<file path="config.mk">
export PLATFORM = sky130hd
export DESIGN_NAME = vc_test_rand_delay_nch
export DESIGN_NICKNAME = d
export VERILOG_FILES = /design/src/rtl/vc_test_delay_pkg.sv /design/src/rtl/vc_test_delay_chan.sv /design/src/rtl/vc_test_rand_delay_nch.sv
export SDC_FILE = /design/constraint.sdc
export NUM_CORES = 2
export LEC_CHECK = 0
export CORE_ASPECT_RATIO = 1.75
export CORE_MARGIN = 1.5
export CORE_UTILIZATION = 30
export CTS_BUF_LIST = sky130_fd_sc_hd__clkbuf_4
export CTS_CLUSTER_SIZE = 10
export DETAILED_ROUTE_END_ITERATION = 16
export GPL_TIMING_DRIVEN = 0
export PLACE_DENSITY = 0.44
export SLEW_MARGIN = 30
export SYNTH_ARGS = -nofsm -noshare
export SYNTH_HDL_FRONTEND = slang
export SYNTH_SLANG_ARGS = --single-unit
</file>
<file path="constraint.sdc">
create_clock -name clk -period 134.6 [get_ports clk]
set_input_delay 26.92 -clock clk [delete_from_list [all_inputs] [get_ports clk]]
set_output_delay 26.92 -clock clk [all_outputs]
set_load 0.05 [all_outputs]
</file>
<file path="src/rtl/vc_test_delay_pkg.sv">
// ============================================================================
// Module : vc_test_delay_pkg
// Desc   : Shared types, LFSR constants and seed helpers for the test delay element
// Rev    : 1.0  initial release
// ============================================================================
`default_nettype none

package vc_test_delay_pkg;

  typedef enum logic [1:0] {
    BYPASS = 2'd0,
    FIXED  = 2'd1,
    RANDOM = 2'd2,
    BURST  = 2'd3
  } mode_e;

  typedef enum logic [0:0] {
    ST_IDLE  = 1'b0,
    ST_DELAY = 1'b1
  } chan_state_e;

  localparam logic [31:0] c_LFSR_TAPS   = 32'h8020_0003;
  localparam logic [31:0] c_SEED_SPREAD = 32'h9E37_79B9;

  // Spreads the base seed per channel; an all-zero LFSR would lock up, so map it to 1.
  function automatic logic [31:0] chan_seed(input logic [31:0] base, input int unsigned idx);
    logic [31:0] s;
    s = base ^ (idx * c_SEED_SPREAD);
    return (s == 32'd0) ? 32'd1 : s;
  endfunction

  function automatic logic [31:0] lfsr_next(input logic [31:0] x);
    return x[0] ? ((x >> 1) ^ c_LFSR_TAPS) : (x >> 1);
  endfunction

endpackage

`default_nettype wire

</file>
<file path="src/rtl/vc_test_delay_chan.sv">
// ============================================================================
// Module : vc_test_delay_chan
// Desc   : One channel of the delay element: LFSR, delay draw, FSM and counters
// Rev    : 1.0  initial release
// ============================================================================
`default_nettype none

module vc_test_delay_chan
  import vc_test_delay_pkg::*;
#(
  parameter int unsigned p_msg_nbits = 32,
  parameter logic [31:0] p_seed      = 32'hACE1_2024,
  parameter int unsigned p_chan_idx  = 0,
  parameter int unsigned p_burst_len = 4
) (
  input  logic                   clk,
  input  logic                   reset,
  input  logic [31:0]            max_delay,
  input  logic [1:0]             mode,
  input  logic                   in_val,
  output logic                   in_rdy,
  input  logic [p_msg_nbits-1:0] in_msg,
  output logic                   out_val,
  input  logic                   out_rdy,
  output logic [p_msg_nbits-1:0] out_msg,
  output logic [31:0]            xfer_count
);

  localparam logic [31:0] c_SEED = chan_seed(p_seed, p_chan_idx);

  chan_state_e r_state;
  chan_state_e w_state_next;
  logic [31:0] r_lfsr;
  logic [31:0] r_ctr;
  logic [31:0] w_ctr_next;
  logic [31:0] r_burst_cnt;
  logic [31:0] w_burst_next;
  logic [31:0] r_xfer_count;
  logic        r_pend_zero;
  logic        w_pend_zero_next;
  logic        r_pend_gap;
  logic        w_pend_gap_next;

  mode_e       w_mode;
  logic [32:0] w_modulus;
  logic [31:0] w_rand;
  logic [31:0] w_draw;
  logic        w_draw_gap;
  logic        w_draw_zero_burst;
  logic        w_val;
  logic        w_rdy;
  logic        w_fire;

  assign w_mode    = mode_e'(mode);
  // 33-bit modulus so max_delay = 32'hFFFFFFFF still yields the full inclusive range.
  assign w_modulus = {1'b0, max_delay} + 33'd1;
  assign w_rand    = 32'({1'b0, r_lfsr} % w_modulus);

  always_comb begin
    w_draw            = 32'd0;
    w_draw_gap        = 1'b0;
    w_draw_zero_burst = 1'b0;
    case (w_mode)
      BYPASS: w_draw = 32'd0;
      FIXED:  w_draw = max_delay;
      RANDOM: w_draw = (max_delay == 32'd0) ? 32'd0 : w_rand;
      BURST: begin
        if (r_burst_cnt < 32'(p_burst_len)) begin
          w_draw_zero_burst = 1'b1;
        end else begin
          w_draw     = max_delay;
          w_draw_gap = 1'b1;
        end
      end
      default: w_draw = 32'd0;
    endcase
  end

  always_comb begin
    w_state_next     = r_state;
    w_ctr_next       = r_ctr;
    w_burst_next     = r_burst_cnt;
    w_pend_zero_next = r_pend_zero;
    w_pend_gap_next  = r_pend_gap;
    w_val            = 1'b0;
    w_rdy            = 1'b0;
    case (r_state)
      ST_IDLE: begin
        w_val = in_val && (w_draw == 32'd0);
        w_rdy = out_rdy && (w_draw == 32'd0);
        if (in_val) begin
          if (w_mode != BURST) begin
            w_burst_next = 32'd0;
          end
          if (w_val && out_rdy) begin
            if (w_draw_zero_burst) begin
              w_burst_next = r_burst_cnt + 32'd1;
            end else if (w_draw_gap) begin
              w_burst_next = 32'd0;
            end
          end else begin
            // A zero draw that cannot fire parks in DELAY with ctr=0, so it is never redrawn.
            w_state_next     = ST_DELAY;
            w_ctr_next       = (w_draw == 32'd0) ? 32'd0 : w_draw - 32'd1;
            w_pend_zero_next = w_draw_zero_burst;
            w_pend_gap_next  = w_draw_gap;
          end
        end
      end
      ST_DELAY: begin
        w_val = in_val && (r_ctr == 32'd0);
        w_rdy = out_rdy && (r_ctr == 32'd0);
        if (r_ctr != 32'd0) begin
          w_ctr_next = r_ctr - 32'd1;
        end
        if (w_val && out_rdy) begin
          w_state_next = ST_IDLE;
          if (r_pend_zero) begin
            w_burst_next = r_burst_cnt + 32'd1;
          end else if (r_pend_gap) begin
            w_burst_next = 32'd0;
          end
        end
      end
      default: w_state_next = ST_IDLE;
    endcase
  end

  assign w_fire = w_val && out_rdy;

  always_ff @(posedge clk) begin
    if (reset) begin
      r_state      <= ST_IDLE;
      r_ctr        <= 32'd0;
      r_burst_cnt  <= 32'd0;
      r_xfer_count <= 32'd0;
      r_lfsr       <= c_SEED;
      r_pend_zero  <= 1'b0;
      r_pend_gap   <= 1'b0;
    end else begin
      r_state     <= w_state_next;
      r_ctr       <= w_ctr_next;
      r_burst_cnt <= w_burst_next;
      r_lfsr      <= lfsr_next(r_lfsr);
      r_pend_zero <= w_pend_zero_next;
      r_pend_gap  <= w_pend_gap_next;
      if (w_fire) begin
        r_xfer_count <= r_xfer_count + 32'd1;
      end
    end
  end

  assign out_val    = w_val & ~reset;
  assign in_rdy     = w_rdy & ~reset;
  assign out_msg    = out_val ? in_msg : '0;
  assign xfer_count = r_xfer_count;

  a_no_x: assert property (@(posedge clk) disable iff (reset)
    !$isunknown({max_delay, mode, in_val, out_rdy, in_rdy, out_val}));

  // Source must hold its message until accepted; the delay counter keeps running regardless.
  a_val_held: assert property (@(posedge clk) disable iff (reset)
    (r_state == ST_DELAY) |-> in_val);

endmodule

`default_nettype wire

</file>
<file path="src/rtl/vc_test_rand_delay_nch.sv">
// ============================================================================
// Module : vc_test_rand_delay_nch
// Desc   : Multi-channel, mode-selectable valid/ready delay element for test harnesses
// Rev    : 1.0  initial release
// ============================================================================
`default_nettype none

module vc_test_rand_delay_nch
  import vc_test_delay_pkg::*;
#(
  parameter int unsigned p_msg_nbits = 32,
  parameter int unsigned p_nchannels = 2,
  parameter logic [31:0] p_seed      = 32'hACE1_2024,
  parameter int unsigned p_burst_len = 4
) (
  input  logic                               clk,
  input  logic                               reset,
  input  logic [31:0]                        max_delay,
  input  logic [1:0]                         mode,
  input  logic [p_nchannels-1:0]             in_val,
  output logic [p_nchannels-1:0]             in_rdy,
  input  logic [p_nchannels*p_msg_nbits-1:0] in_msg,
  output logic [p_nchannels-1:0]             out_val,
  input  logic [p_nchannels-1:0]             out_rdy,
  output logic [p_nchannels*p_msg_nbits-1:0] out_msg,
  output logic [p_nchannels*32-1:0]          xfer_count
);

  for (genvar i = 0; i < int'(p_nchannels); i++) begin : g_chan
    vc_test_delay_chan #(
      .p_msg_nbits (p_msg_nbits),
      .p_seed      (p_seed),
      .p_chan_idx  (i),
      .p_burst_len (p_burst_len)
    ) u_chan (
      .clk        (clk),
      .reset      (reset),
      .max_delay  (max_delay),
      .mode       (mode),
      .in_val     (in_val[i]),
      .in_rdy     (in_rdy[i]),
      .in_msg     (in_msg[i*p_msg_nbits +: p_msg_nbits]),
      .out_val    (out_val[i]),
      .out_rdy    (out_rdy[i]),
      .out_msg    (out_msg[i*p_msg_nbits +: p_msg_nbits]),
      .xfer_count (xfer_count[i*32 +: 32])
    );
  end

endmodule

`default_nettype wire
</file>
==> metrics.yaml <==
logic_synthesis:
  syn_nets: 14300
  synth_area_per_cell_sq_um: 6.75
  synth_mux_area_share_pct: 1.53
  synthFlopType: "dfxtp_1"
  synth_simple_gate_area_share_pct: 28.8
  synth_top_family_by_area: "compound AO/OA/AOI/OAI gates"
  synth_fa_ha_area_share_pct: 16.2
  synth_xor_xnor_area_share_pct: 8.51
  synth_cell_types: 140
  synth_edf_count: 0
  ys_ff_latch: 262
  synth_seq_area_share_pct: 5.93
  synth-compound-area-share_pct: 34.4
  synthCells: 13100
  synthArstFlopShare_pct: 0
  ys_warn_count: 0
  netlist_area_sq_um: 88400
setup_path:
  r2r_slack_ns: 50.45
  crit_cells: 355
  crit_arrival_ns: 109.43
  worstPathRequired_ns: 107.68
  path_buf_inv: 62
  crit_fanout: 10
  path_delay_family: "compound AO/OA/AOI/OAI gates"
  slowest_stage: "o221ai_2"
  r2r-start: "g_chan[1].u_chan.r_lfsr[0]"
  criticalPathCategory: "in -> out"
  reg2regPathDepth: 352
  end_kind: "primary output"
  critPathMaxStageDelay_ns: 1.25
  path_common_cell: "ha_4"
  worstReg2RegEnd: "g_chan[1].u_chan.r_ctr[23]"
  start_kind: "input pin"
flow_run:
  maxCapViolCount: 1
global_routing:
  grt_pass1_wl_mm: 899
  grt_use_total_pct: 42.9
  grt_overflow: 0
  antenna_found_initial: 80
  grt_pass1_vias: 117000
  grt_max_degree: 55
die:
  start_util_pct: 30.2
  die_y_um: 721
  design.die.area_sq_um: 298000
  core_sq_um: 293000
  row_count: 263
  dieWidth_um: 413
  io_pins: 236
pwr:
  leakage_nw: 50.7
  vdd_drop_max_v: 0.00000626
  powerDensity_nw_per_um2: 9.02
  p_total_mw: 1.11
clock_network:
  insertion_delay_ns: 1.04
  numCtsBuffers: 78
  cts-root-buf: "clkbuf_4"
  cts_tree: "yes"
  cts_hold_buf: 0
  cts_sinks: 262
  cts.clk_slew.worst_paths_ns: 0.08
  htree_levels: 3
  clk_path_buf_depth: 3
drt:
  drcViolationCount: 0
  num_vias: 122000
  first_iter_violations: 11400
  routedWlPerCell_um: 36.3
  ant_nets: 0
  drtPass1Iterations: 9
  wirelength_mm: 674
  vias_per_cell: 6.59
run_status:
  outcome: "finished with violations"
  violations: "max-capacitance violations, max-slew violations, negative setup slack"
worst_hold_path:
  hold-path-cell-count: 2
  worstHoldEndpoint: "g_chan[0].u_chan.r_pend_gap"
  hp-class: "reg -> reg"
  min-delay-start: "g_chan[0].u_chan.r_pend_gap"
place:
  dpl.hpwl_mm: 507
  io_buffer_count: 219
  gp_congestion: 1.10
  dpl_cell_area_sq_um: 98400
sta:
  slew_viol_final: 8
  fin_crit_sh_pct: 101
  setup_ws_ns: -1.75
  fmaxAchievable_ghz: 0.00733
  period_needed_ns: 136.35
  finClkSkew_ns: 0.117
  hold_violations: 0
  worst_pin_slew_ns: 1.75
  finalSetupViolCount: 34
  relSlewSlack_pct: -16.6
finish:
  syn_to_final_growth_pct: 39.7
  stdcell_area_sq_um: 123000
  seqCellArea_sq_um: 5250
  nets: 15800
  drive_above_1_share_pct: 26.3
  fillers: 31200
  multi_input_area_sq_um: 91900
-- through the flow --
stage	setup WS (ns)	util, %	instances	hold slack [ns]	setup TNS, ns
finish	-1.75	42.1	18600	0.450	-58.32
global route	-2.20	42.1	18500	0.472	-93.97
CTS	-3.96	37.0	17700	0.455	-258.50
detailed placement	-47.90	33.6	17300	0.445	-7029.49
global placement	-64.11	32.6	17200	0.440	-
floorplan	0.405	-	13100	0.428	0
-- cell usage after synthesis (216+ instances only) --
cell      number  area (sq um)
a21o_1       312          2340
a21oi_1     1214          6080
a31oi_1      216          1350
clkbuf_1     352          1320
dfxtp_1      262          5250
ha_1        1139         14300
inv_1        415          1560
nand2_1     1337          5020
nand3_1      410          2050
nor2_1      1367          5130
nor3_1       439          2200
o21a_1       284          2130
o21ai_0      823          4120
xnor2_1      526          4610
xor2_1       331          2900
-- tightest hold or removal path, cell delays in order (launching register included) --
cell and delay [ns]:
dfxtp_1 0.31, nand2_1 0.05, a21oi_1 0.05
-- worst max-delay path by stage --
stage | startpoint | endpoint | slack, ns
global placement | max_delay[0] | out_msg[12] | -64.11
global route | max_delay[11] | out_msg[44] | -2.20
detailed placement | max_delay[0] | out_msg[49] | -47.90
floorplan | max_delay[0] | out_msg[54] | 0.40
CTS | max_delay[8] | out_msg[49] | -3.96
finish | max_delay[22] | out_msg[49] | -1.75
-- cell type report --
type / count / area share (%)
Antenna cell: 46 / 0.0932
Buffer: 527 / 4.17
Clock buffer: 108 / 0.657
Clock inverter: 32 / 0.150
Inverter: 419 / 1.35
Multi-Input combinational cell: 11900 / 74.4
Sequential cell: 262 / 4.25
Tap cell: 3842 / 3.89
Timing Repair Buffer: 1452 / 11.0
Timing Repair inverter: 2 / 0.0162
-- state kept, by name (all words and copies together) (netlist names) --
signal	count
g_chan.u_chan.r_lfsr	64
g_chan.u_chan.r_pend_zero	2
g_chan.u_chan.r_state	2
g_chan.u_chan.r_ctr	64
g_chan.u_chan.xfer_count	64
g_chan.u_chan.r_pend_gap	2
g_chan.u_chan.r_burst_cnt	64
-- layout by cell type (no fill, tap or decap), drive strengths merged, types with 55 or more instances in the layout --
cell type and n:
a211o 69, a211oi 206, a21boi 78, a21o 312
a21oi 1220, a221oi 56, a31oi 220, and2 190
and3 189, and4 56, buf 1598, clkbuf 349
clkdlybuf4s50 135, dfxtp 262, ha 1139, inv 418
mux2 71, mux2i 55, nand2 1343, nand2b 128
nand3 418, nand4 197, nor2 1370, nor2b 115
nor3 463, nor4 182, o211a 55, o211ai 186
o21a 284, o21ai 857, o21bai 91, o22ai 68
o31ai 139, or2 132, or3 208, or4 59
xnor2 526, xor2 332
-- cells by family (layout without fill, tap and decap cells) --
| kind of cell | after synthesis | after routing |
|---|---|---|
| AOI/OAI and AO/OA | 4553 | 4554 |
| xor gates and xnor gates | 858 | 858 |
| adders and majority gates | 1141 | 1141 |
| buffers and inverters | 982 | 2540 |
| DFF | 262 | 262 |
| muxes | 126 | 126 |
| other | 0 | 46 |
| and+or+nand+nor | 5180 | 5181 |
-- repair_timing --
item	CTS	global route
pin swaps	226	675
gates cloned	5	28
endpoints found under the setup margin	266	68
gates resized for setup	2095	1889
hold endpoints to repair	0	0
setup buffers	294	752
-- where the power goes --
group	switching [mW]	internal [mW]
Sequential	0.00826	0.0847
Clock	0.0474	0.0396
Combinational	0.590	0.343
-- layer usage --
layer	share of wire (%)	GRT usage, %
met2	45	71.2
met4	16	50.9
met5	0.031	0.0493
met1	30	38.4
met3	9.0	12.9
Power figures use the tool's default switching activity.
